[config.mk]
export PLATFORM = sky130hd
export DESIGN_NAME = fft_r2_stream_stage_flat
export DESIGN_NICKNAME = d
export VERILOG_FILES = /design/src/rtl/fft_pkg.sv /design/src/rtl/fft_r2_stream_stage_if.sv /design/src/rtl/fft_cmul.sv /design/src/rtl/fft_r2_stream_stage.sv /design/src/flat_wrapper.sv
export SDC_FILE = /design/constraint.sdc
export NUM_CORES = 1
export LEC_CHECK = 0
export CAP_MARGIN = 25
export CORE_UTILIZATION = 40
export CTS_BUF_LIST = sky130_fd_sc_hd__clkbuf_16
export DETAILED_ROUTE_END_ITERATION = 16
export GPL_TIMING_DRIVEN = 1
export HOLD_SLACK_MARGIN = 0.15
export MAX_ROUTING_LAYER = met4
export PLACE_DENSITY = 0.64
export SLEW_MARGIN = 20
export SYNTH_ARGS = -nofsm -noshare
export SYNTH_HDL_FRONTEND = slang
export SYNTH_HIERARCHICAL = 1
export SYNTH_SLANG_ARGS = --single-unit
[constraint.sdc]
create_clock -name clk -period 15.27 [get_ports clk]
set_clock_uncertainty 0.2 [all_clocks]
set_input_delay 2.2905 -clock clk [delete_from_list [all_inputs] [get_ports clk]]
set_output_delay 2.2905 -clock clk [all_outputs]
set_load 0.02 [all_outputs]
[src/rtl/fft_pkg.sv]
// fft_pkg
// Fixed-point helpers shared by the radix-2 streaming butterfly stage:
//   f_log2        - ceil(log2(v)), exact for powers of two
//   f_ow          - butterfly output width derived from DW and GUARD
//   f_tw_one      - twiddle value representing 1.0 (2^(TW-2))
//   f_round_shift - round-half-up arithmetic right shift (no rounding when s = 0)
package fft_pkg;

    function automatic int unsigned f_log2(input int unsigned v);
        int unsigned r;
        r = 0;
        for (int unsigned i = 0; i < 32; i++) begin
            if ((64'd1 << i) < 64'(v)) r = i + 1;
        end
        return r;
    endfunction

    function automatic int unsigned f_ow(input int unsigned dw, input int unsigned guard);
        return dw + guard + 2;
    endfunction

    function automatic int unsigned f_tw_one(input int unsigned tw);
        return 32'd1 << (tw - 2);
    endfunction

    // Adds half an LSB of the result before the arithmetic shift.
    function automatic logic signed [63:0] f_round_shift(input logic signed [63:0] m,
                                                         input int unsigned s);
        if (s == 0) return m;
        return (m + (64'sd1 <<< (s - 1))) >>> s;
    endfunction

endpackage

[src/rtl/fft_r2_stream_stage_if.sv]
// fft_r2_stream_stage_if
// Streaming bus of the radix-2 butterfly stage.
//   in_valid/in_ready/in_last     - input handshake, in_last marks the final pair of a frame
//   a_r/a_i/b_r/b_i               - butterfly pair (DW signed each)
//   tw_bypass                     - force W = 1.0 for this transfer
//   tw_addr                       - pair index k towards an external twiddle ROM
//   tw_r/tw_i                     - twiddle W_N^k (TW signed each), same cycle as tw_addr
//   out_valid/out_ready/out_last  - output handshake
//   p_r/p_i/n_r/n_i               - p = a + b*W, n = a - b*W (OW signed each)
//   err_frame                     - sticky frame-alignment error
// Modports: slave = the stage itself, master = the producer/consumer environment.
interface fft_r2_stream_stage_if import fft_pkg::*; #(
    parameter int unsigned N     = 16,
    parameter int unsigned DW    = 9,
    parameter int unsigned TW    = 10,
    parameter int unsigned GUARD = 5
) ();

    localparam int unsigned OW = f_ow(DW, GUARD);
    localparam int unsigned KW = f_log2(N) - 1;

    logic                 in_valid;
    logic                 in_ready;
    logic                 in_last;
    logic signed [DW-1:0] a_r;
    logic signed [DW-1:0] a_i;
    logic signed [DW-1:0] b_r;
    logic signed [DW-1:0] b_i;
    logic                 tw_bypass;
    logic [KW-1:0]        tw_addr;
    logic signed [TW-1:0] tw_r;
    logic signed [TW-1:0] tw_i;
    logic                 out_valid;
    logic                 out_ready;
    logic                 out_last;
    logic signed [OW-1:0] p_r;
    logic signed [OW-1:0] p_i;
    logic signed [OW-1:0] n_r;
    logic signed [OW-1:0] n_i;
    logic                 err_frame;

    modport slave (
        input  in_valid, in_last, a_r, a_i, b_r, b_i, tw_bypass, tw_r, tw_i, out_ready,
        output in_ready, tw_addr, out_valid, out_last, p_r, p_i, n_r, n_i, err_frame
    );

    modport master (
        output in_valid, in_last, a_r, a_i, b_r, b_i, tw_bypass, tw_r, tw_i, out_ready,
        input  in_ready, tw_addr, out_valid, out_last, p_r, p_i, n_r, n_i, err_frame
    );

endinterface

[src/rtl/fft_cmul.sv]
// fft_cmul
// Registered complex multiplier b*W with rounding back to the butterfly scale.
// The full-precision product (DW+TW+1 bits) is shifted right by TW-2-GUARD with
// round-half-up, so the result carries the same 2^GUARD scale as the a-path.
//   clk, rst_n     - clock, asynchronous active-low reset
//   i_en           - load enable (pipeline advance)
//   i_b_r, i_b_i   - multiplicand b (DW signed)
//   i_w_r, i_w_i   - twiddle W (TW signed, 1.0 = 2^(TW-2))
//   o_bw_r, o_bw_i - rounded product (OW signed), registered
module fft_cmul import fft_pkg::*; #(
    parameter int unsigned DW    = 9,
    parameter int unsigned TW    = 10,
    parameter int unsigned GUARD = 5,
    parameter int unsigned OW    = DW + GUARD + 2
) (
    input  logic                 clk,
    input  logic                 rst_n,
    input  logic                 i_en,
    input  logic signed [DW-1:0] i_b_r,
    input  logic signed [DW-1:0] i_b_i,
    input  logic signed [TW-1:0] i_w_r,
    input  logic signed [TW-1:0] i_w_i,
    output logic signed [OW-1:0] o_bw_r,
    output logic signed [OW-1:0] o_bw_i
);

    localparam int unsigned MW = DW + TW + 1;
    localparam int unsigned S  = TW - 2 - GUARD;

    logic signed [MW-1:0] w_mr;
    logic signed [MW-1:0] w_mi;
    logic signed [OW-1:0] r_bw_r;
    logic signed [OW-1:0] r_bw_i;

    assign w_mr = MW'(i_b_r) * MW'(i_w_r) - MW'(i_b_i) * MW'(i_w_i);
    assign w_mi = MW'(i_b_r) * MW'(i_w_i) + MW'(i_b_i) * MW'(i_w_r);

    // With |W| <= 1.0 the rounded product always fits OW bits.
    always_ff @(posedge clk or negedge rst_n) begin
        if (!rst_n) begin
            r_bw_r <= '0;
            r_bw_i <= '0;
        end else if (i_en) begin
            r_bw_r <= OW'(f_round_shift(64'(w_mr), S));
            r_bw_i <= OW'(f_round_shift(64'(w_mi), S));
        end
    end

    assign o_bw_r = r_bw_r;
    assign o_bw_i = r_bw_i;

endmodule

[src/rtl/fft_r2_stream_stage.sv]
// fft_r2_stream_stage
// One radix-2 DIT butterfly stage for a streaming FFT of size N, one pair per cycle.
// Pipeline: S1 input register, S2 complex multiply + rounding (fft_cmul), S3 add/sub.
// All stages advance together; a stalled output freezes the whole pipe.
//   clk    - rising-edge clock
//   rst_n  - asynchronous active-low reset
//   bus    - streaming bus (slave side): input pair + twiddle, output p/n, err_frame
module fft_r2_stream_stage import fft_pkg::*; #(
    parameter int unsigned N     = 16,
    parameter int unsigned DW    = 9,
    parameter int unsigned TW    = 10,
    parameter int unsigned GUARD = 5
) (
    input logic                  clk,
    input logic                  rst_n,
    fft_r2_stream_stage_if.slave bus
);

    localparam int unsigned OW = f_ow(DW, GUARD);
    localparam int unsigned KW = f_log2(N) - 1;
    localparam logic [KW-1:0] KLast = KW'(N / 2 - 1);
    localparam logic signed [TW-1:0] WOne = TW'(f_tw_one(TW));

    logic w_adv;
    logic w_xfer;
    logic w_k_last;

    logic [KW-1:0] r_k;
    logic          r_err;

    // S1
    logic                 r_s1_valid;
    logic                 r_s1_last;
    logic                 r_s1_bypass;
    logic signed [DW-1:0] r_s1_a_r;
    logic signed [DW-1:0] r_s1_a_i;
    logic signed [DW-1:0] r_s1_b_r;
    logic signed [DW-1:0] r_s1_b_i;
    logic signed [TW-1:0] r_s1_tw_r;
    logic signed [TW-1:0] r_s1_tw_i;
    logic signed [TW-1:0] w_w_r;
    logic signed [TW-1:0] w_w_i;

    // S2
    logic                 r_s2_valid;
    logic                 r_s2_last;
    logic signed [DW-1:0] r_s2_a_r;
    logic signed [DW-1:0] r_s2_a_i;
    logic signed [OW-1:0] w_bw_r;
    logic signed [OW-1:0] w_bw_i;
    logic signed [OW-1:0] w_a_s_r;
    logic signed [OW-1:0] w_a_s_i;

    // S3
    logic                 r_s3_valid;
    logic                 r_s3_last;
    logic signed [OW-1:0] r_p_r;
    logic signed [OW-1:0] r_p_i;
    logic signed [OW-1:0] r_n_r;
    logic signed [OW-1:0] r_n_i;

    assign w_adv    = !r_s3_valid || bus.out_ready;
    assign w_xfer   = bus.in_valid && w_adv;
    assign w_k_last = (r_k == KLast);

    // Pair counter and sticky frame check. in_last always restarts the frame so a
    // misaligned source resynchronises on its own next frame.
    always_ff @(posedge clk or negedge rst_n) begin
        if (!rst_n) begin
            r_k   <= '0;
            r_err <= 1'b0;
        end else if (w_xfer) begin
            if (bus.in_last != w_k_last) r_err <= 1'b1;
            r_k <= (bus.in_last || w_k_last) ? '0 : r_k + KW'(1);
        end
    end

    // S1: capture the transfer as presented, twiddle included.
    always_ff @(posedge clk or negedge rst_n) begin
        if (!rst_n) begin
            r_s1_valid  <= 1'b0;
            r_s1_last   <= 1'b0;
            r_s1_bypass <= 1'b0;
            r_s1_a_r    <= '0;
            r_s1_a_i    <= '0;
            r_s1_b_r    <= '0;
            r_s1_b_i    <= '0;
            r_s1_tw_r   <= '0;
            r_s1_tw_i   <= '0;
        end else if (w_adv) begin
            r_s1_valid <= w_xfer;
            if (w_xfer) begin
                r_s1_last   <= bus.in_last;
                r_s1_bypass <= bus.tw_bypass;
                r_s1_a_r    <= bus.a_r;
                r_s1_a_i    <= bus.a_i;
                r_s1_b_r    <= bus.b_r;
                r_s1_b_i    <= bus.b_i;
                r_s1_tw_r   <= bus.tw_r;
                r_s1_tw_i   <= bus.tw_i;
            end
        end
    end

    assign w_w_r = r_s1_bypass ? WOne : r_s1_tw_r;
    assign w_w_i = r_s1_bypass ? '0 : r_s1_tw_i;

    // S2: the a-path and framing bits ride alongside the multiplier.
    always_ff @(posedge clk or negedge rst_n) begin
        if (!rst_n) begin
            r_s2_valid <= 1'b0;
            r_s2_last  <= 1'b0;
            r_s2_a_r   <= '0;
            r_s2_a_i   <= '0;
        end else if (w_adv) begin
            r_s2_valid <= r_s1_valid;
            r_s2_last  <= r_s1_last;
            r_s2_a_r   <= r_s1_a_r;
            r_s2_a_i   <= r_s1_a_i;
        end
    end

    fft_cmul #(
        .DW    (DW),
        .TW    (TW),
        .GUARD (GUARD),
        .OW    (OW)
    ) u_cmul (
        .clk    (clk),
        .rst_n  (rst_n),
        .i_en   (w_adv),
        .i_b_r  (r_s1_b_r),
        .i_b_i  (r_s1_b_i),
        .i_w_r  (w_w_r),
        .i_w_i  (w_w_i),
        .o_bw_r (w_bw_r),
        .o_bw_i (w_bw_i)
    );

    // Bring a onto the same 2^GUARD scale as the rounded product.
    assign w_a_s_r = OW'(r_s2_a_r) <<< GUARD;
    assign w_a_s_i = OW'(r_s2_a_i) <<< GUARD;

    // S3: butterfly. Data only moves with a valid pair so bubbles leave outputs untouched.
    always_ff @(posedge clk or negedge rst_n) begin
        if (!rst_n) begin
            r_s3_valid <= 1'b0;
            r_s3_last  <= 1'b0;
            r_p_r      <= '0;
            r_p_i      <= '0;
            r_n_r      <= '0;
            r_n_i      <= '0;
        end else if (w_adv) begin
            r_s3_valid <= r_s2_valid;
            if (r_s2_valid) begin
                r_s3_last <= r_s2_last;
                r_p_r     <= w_a_s_r + w_bw_r;
                r_p_i     <= w_a_s_i + w_bw_i;
                r_n_r     <= w_a_s_r - w_bw_r;
                r_n_i     <= w_a_s_i - w_bw_i;
            end
        end
    end

    assign bus.in_ready  = w_adv;
    assign bus.tw_addr   = r_k;
    assign bus.out_valid = r_s3_valid;
    assign bus.out_last  = r_s3_last;
    assign bus.p_r       = r_p_r;
    assign bus.p_i       = r_p_i;
    assign bus.n_r       = r_n_r;
    assign bus.n_i       = r_n_i;
    assign bus.err_frame = r_err;

endmodule

[src/flat_wrapper.sv]
// flat-port wrapper written by rule: the top's interface ports become plain ports
module fft_r2_stream_stage_flat import fft_pkg::*;
#(
    parameter int unsigned N     = 16,
    parameter int unsigned DW    = 9,
    parameter int unsigned TW    = 10,
    parameter int unsigned GUARD = 5
)
  (clk, rst_n, bus_in_valid, bus_in_last, bus_a_r, bus_a_i, bus_b_r, bus_b_i, bus_tw_bypass, bus_tw_r, bus_tw_i, bus_out_ready, bus_in_ready, bus_tw_addr, bus_out_valid, bus_out_last, bus_p_r, bus_p_i, bus_n_r, bus_n_i, bus_err_frame);
  fft_r2_stream_stage_if #(.N(N), .DW(DW), .TW(TW), .GUARD(GUARD)) bus_i ();
  input logic clk;
  input logic rst_n;
  input wire logic [$bits(bus_i.in_valid)-1:0] bus_in_valid;
  input wire logic [$bits(bus_i.in_last)-1:0] bus_in_last;
  input wire logic [$bits(bus_i.a_r)-1:0] bus_a_r;
  input wire logic [$bits(bus_i.a_i)-1:0] bus_a_i;
  input wire logic [$bits(bus_i.b_r)-1:0] bus_b_r;
  input wire logic [$bits(bus_i.b_i)-1:0] bus_b_i;
  input wire logic [$bits(bus_i.tw_bypass)-1:0] bus_tw_bypass;
  input wire logic [$bits(bus_i.tw_r)-1:0] bus_tw_r;
  input wire logic [$bits(bus_i.tw_i)-1:0] bus_tw_i;
  input wire logic [$bits(bus_i.out_ready)-1:0] bus_out_ready;
  output wire logic [$bits(bus_i.in_ready)-1:0] bus_in_ready;
  output wire logic [$bits(bus_i.tw_addr)-1:0] bus_tw_addr;
  output wire logic [$bits(bus_i.out_valid)-1:0] bus_out_valid;
  output wire logic [$bits(bus_i.out_last)-1:0] bus_out_last;
  output wire logic [$bits(bus_i.p_r)-1:0] bus_p_r;
  output wire logic [$bits(bus_i.p_i)-1:0] bus_p_i;
  output wire logic [$bits(bus_i.n_r)-1:0] bus_n_r;
  output wire logic [$bits(bus_i.n_i)-1:0] bus_n_i;
  output wire logic [$bits(bus_i.err_frame)-1:0] bus_err_frame;
  assign bus_i.in_valid = bus_in_valid;
  assign bus_i.in_last = bus_in_last;
  assign bus_i.a_r = bus_a_r;
  assign bus_i.a_i = bus_a_i;
  assign bus_i.b_r = bus_b_r;
  assign bus_i.b_i = bus_b_i;
  assign bus_i.tw_bypass = bus_tw_bypass;
  assign bus_i.tw_r = bus_tw_r;
  assign bus_i.tw_i = bus_tw_i;
  assign bus_i.out_ready = bus_out_ready;
  assign bus_in_ready = bus_i.in_ready;
  assign bus_tw_addr = bus_i.tw_addr;
  assign bus_out_valid = bus_i.out_valid;
  assign bus_out_last = bus_i.out_last;
  assign bus_p_r = bus_i.p_r;
  assign bus_p_i = bus_i.p_i;
  assign bus_n_r = bus_i.n_r;
  assign bus_n_i = bus_i.n_i;
  assign bus_err_frame = bus_i.err_frame;
  fft_r2_stream_stage #(.N(N), .DW(DW), .TW(TW), .GUARD(GUARD)) u_core (.clk(clk), .rst_n(rst_n), .bus(bus_i));
endmodule
==> run_results.csv <==
group,metric,value,unit
clock_tree,ctsResizeCount,0,
clock_tree,cts_buffers,17,
synthesis,synthesis.area,22700,um^2
job,cap_violations,0,
worst_setup_path,worstPathRequired,15.46,ns
synthesis,synth-simple-area-share,13.8,%
worst_setup_path,critical_path_class,"flip-flop to flip-flop",
synthesis,ys_warn_count,6,
routing,drt_iter0_markers,807,
die,num_rows,87,
die,die_y,240,um
die,io_pins,133,
die,initial_core_util,40.4,%
clock_tree,hold_buffers,0,
clock_tree,clock-sinks,179,
routing,route.detailed.wl_per_inst,17.3,um
sta,hold_ws,0.268,ns
synthesis,avgSynthCellArea,9.75,um^2
synthesis,synth_fa_ha_area_share,43.4,%
global_route,grt_max_degree,91,
routing,vias,15748,
synthesis,ys_ff_latch,179,
clock_tree,clockBufferDepth,2,
routing,post-route-drc-count,0,
sta,grt_setup_unrepaired,"no",
final_layout,nNetsFinal,3033,
routing,drt.antenna.violating_nets,0,
clock_tree,htreeDepth,4,
global_route,grt_antenna_before_repair,0,
synthesis,netlist_instances,2332,
sta,finalCritPeriodShare,46.6,%
clock_tree,cts_root_buf,"clkbuf_16",
final_layout,area_growth,12.0,%
worst_setup_path,worstPathMaxFanout,21,
routing,finalWirelength,55000,um
synthesis,synth_compound_area_share,6.02,%
clock_tree,insertion_delay,0.51,ns
sta,setup_violations,0,
die,dieWidth,240,um
synthesis,yosysSeqAreaShare,19.7,%
global_route,grt-ovfl-total,0,
worst_setup_path,worstSetupEndpointType,"flip-flop",
placement,hpwl,43800,um
global_route,grt_pass1_vias,16856,
placement,port_buffers,132,
sta,drv_slew,0,
sta,max_freq,0.141,GHz
final_layout,layout-drive-gt1-share,6.49,%
hold_path,hold_depth,2,
global_route,grt_use_total,20.9,%
sta,slew_headroom,31.2,%
outcome,status,"finished clean",
synthesis,async_flop_share,100,%
sta,tns,0,ns
synthesis,synth-edff-count,0,
clock_tree,clkTransAtPathRegs,0.08,ns
clock_tree,cts_setup_buffers,0,
sta,min_period,7.11,ns
synthesis,synth_nets,2959,
synthesis,synth_top_family_by_area,"adder cells",
worst_setup_path,worstPathArrival,7.30,ns
final_layout,diodes,0,
synthesis,synth_xor_area_share,4.01,%
routing,first_pass_iters,5,
global_route,grt_pass1_wl,89900,um
synthesis,synth_flop_cell,"dfrtp_1",
sta,tightest_slew,1.03,ns
placement,gp_congestion,0.938,
sta,hold_viol,0,
worst_setup_path,reg2reg_depth,18,
synthesis,yosysUniqueCellTypes,63,
die,core_area,56300,um^2
hold_path,min_path_type,"flip-flop to flip-flop",
routing,viasPerCell,4.96,
worst_setup_path,worst_setup_path_start_kind,"flip-flop",
die,die_area,57800,um^2
clock_tree,cts_tree,"done",
synthesis,synth_mux_area_share,4.21,%
synthesized netlist by cell type, types with 2 or more instances:
library cell	n	area share [%]
buf_2	8	0.18
a21o_1	12	0.40
nor2b_1	37	1.0
nor2_1	62	1.0
buf_1	4	0.066
inv_2	2	0.033
nand4b_1	2	0.077
o21a_1	6	0.20
nor3b_1	3	0.099
dfrtp_1	179	20
nand2b_1	23	0.63
o41ai_1	6	0.23
or3_1	5	0.14
nand2_1	308	5.1
a211oi_1	10	0.33
nor3_1	12	0.26
mux2i_1	3	0.13
mux2_2	80	4.0
nand3b_1	3	0.099
a41oi_1	3	0.12
xnor2_1	79	3.0
nor4_1	2	0.055
o311ai_0	3	0.12
xor2_1	25	0.96
or2_2	2	0.055
fa_1	371	33
a21oi_1	42	0.92
inv_1	429	7.1
and3_1	3	0.083
o21bai_1	14	0.46
o211ai_1	3	0.099
clkbuf_1	89	1.5
nand4_1	9	0.25
nand3_1	8	0.18
a31oi_1	6	0.17
o21ai_1	31	0.68
o21ai_0	55	1.2
and2_1	166	4.6
o22ai_1	4	0.11
o31ai_1	6	0.20
buf_4	2	0.066
ha_1	194	11
logic make-up after synthesis:
kind of cell / Yosys count
flip-flops: 179
multiplexers: 85
AND/OR/NAND/NOR: 648
AO/OA/AOI/OAI: 215
XOR/XNOR: 104
adder cells (fa/ha/maj): 565
buffers and inverters: 536
path summary, 6_finish.rpt:
check	end	startpoint	slack, ns
worst min-delay path	u_core/r_s2_a_r[7]$_DFFE_PN0N_	u_core/r_s1_a_r[7]$_DFFE_PN0P_	0.27
min in group asynchronous	u_core/bus.p_i[13]$_DFFE_PN0P_	rst_n	1.55
worst min register to register	u_core/r_s2_a_r[7]$_DFFE_PN0N_	u_core/r_s1_a_r[7]$_DFFE_PN0P_	0.27
worst max-delay path	u_core/u_cmul/o_bw_i[13]$_DFFE_PN0P_	u_core/r_s1_bypass$_DFFE_PN0P_	8.16
max in group asynchronous	u_core/r_s1_b_i[2]$_DFFE_PN0P_	rst_n	11.37
worst max register to register	u_core/u_cmul/o_bw_i[13]$_DFFE_PN0P_	u_core/r_s1_bypass$_DFFE_PN0P_	8.16
registers in the layout, indices dropped and copies added, names as in the netlist, 3 cells and up:
| signal | count |
|---|---|
| u_core/r_s1_b_i | 9 |
| u_core/bus.p_i | 16 |
| u_core/r_s1_b_r | 9 |
| u_core/r_s1_tw_i | 10 |
| u_core/r_s1_tw_r | 10 |
| u_core/r_s1_a_i | 9 |
| u_core/u_cmul/o_bw_r | 16 |
| u_core/r_s1_a_r | 9 |
| u_core/bus.tw_addr | 3 |
| u_core/r_s2_a_r | 9 |
| u_core/bus.p_r | 16 |
| u_core/u_cmul/o_bw_i | 16 |
| u_core/r_s2_a_i | 9 |
| u_core/bus.n_i | 15 |
| u_core/bus.n_r | 15 |
through the flow:
step / setup slack [ns] / area [um^2] / std cells / util (%)
CTS: 8.18 / 25400 / 3175 / 45.2
floorplan: 8.60 / 22700 / 2332 / -
global route: 7.74 / 25400 / 3175 / 45.2
detailed placement: 8.19 / 24800 / 3143 / 44.1
global placement: 8.35 / 24800 / 3143 / 44.1
finish: 8.16 / 25400 / 3175 / 45.2
layout by cell type (no fill, tap or decap), drive strengths merged, types with 43 or more instances in the layout:
cell type        n
dfrtp          179
inv            439
nand2          308
and2           166
clkdlybuf4s50  131
mux2            82
a21oi           43
nor2            62
o21ai           86
xnor2           79
ha             194
fa             371
critical path, cell delays in order (launching register included):
cell and delay (ns):
dfrtp_1 0.63, nor2b_1 0.64, buf_4 0.29, nand2_1 0.10, fa_1 0.54, fa_1 0.49, inv_1 0.05, fa_1 0.45
fa_1 0.51, fa_1 0.44, fa_1 0.54, fa_1 0.42, ha_1 0.34, o21a_1 0.18, o211ai_1 0.15, o41ai_1 0.50
nor2_1 0.11, xnor2_1 0.14, mux2_2 0.26
layer usage:
metal | track usage, % | part of all wire [%] | vias up
met5 | - | 0 | -
met3 | 3.47 | 4.2 | 66
li1 | - | - | 7299
met1 | 26.7 | 44 | 8047
met2 | 34.1 | 49 | 336
met4 | 6.33 | 2.4 | 0
area by class of cell:
class,count,area [um^2]
repair buffers,159,1530
clock inverters,15,214
fillers,5404,30800
inverters,432,1620
multi-input cells,1617,16200
well taps,756,946
flip-flops and latches,179,4480
clock buffers,17,425
Power is left out: the tool's default activity adds up to more than one toggle a clock period on the data nets, which glitch-free logic cannot reach.
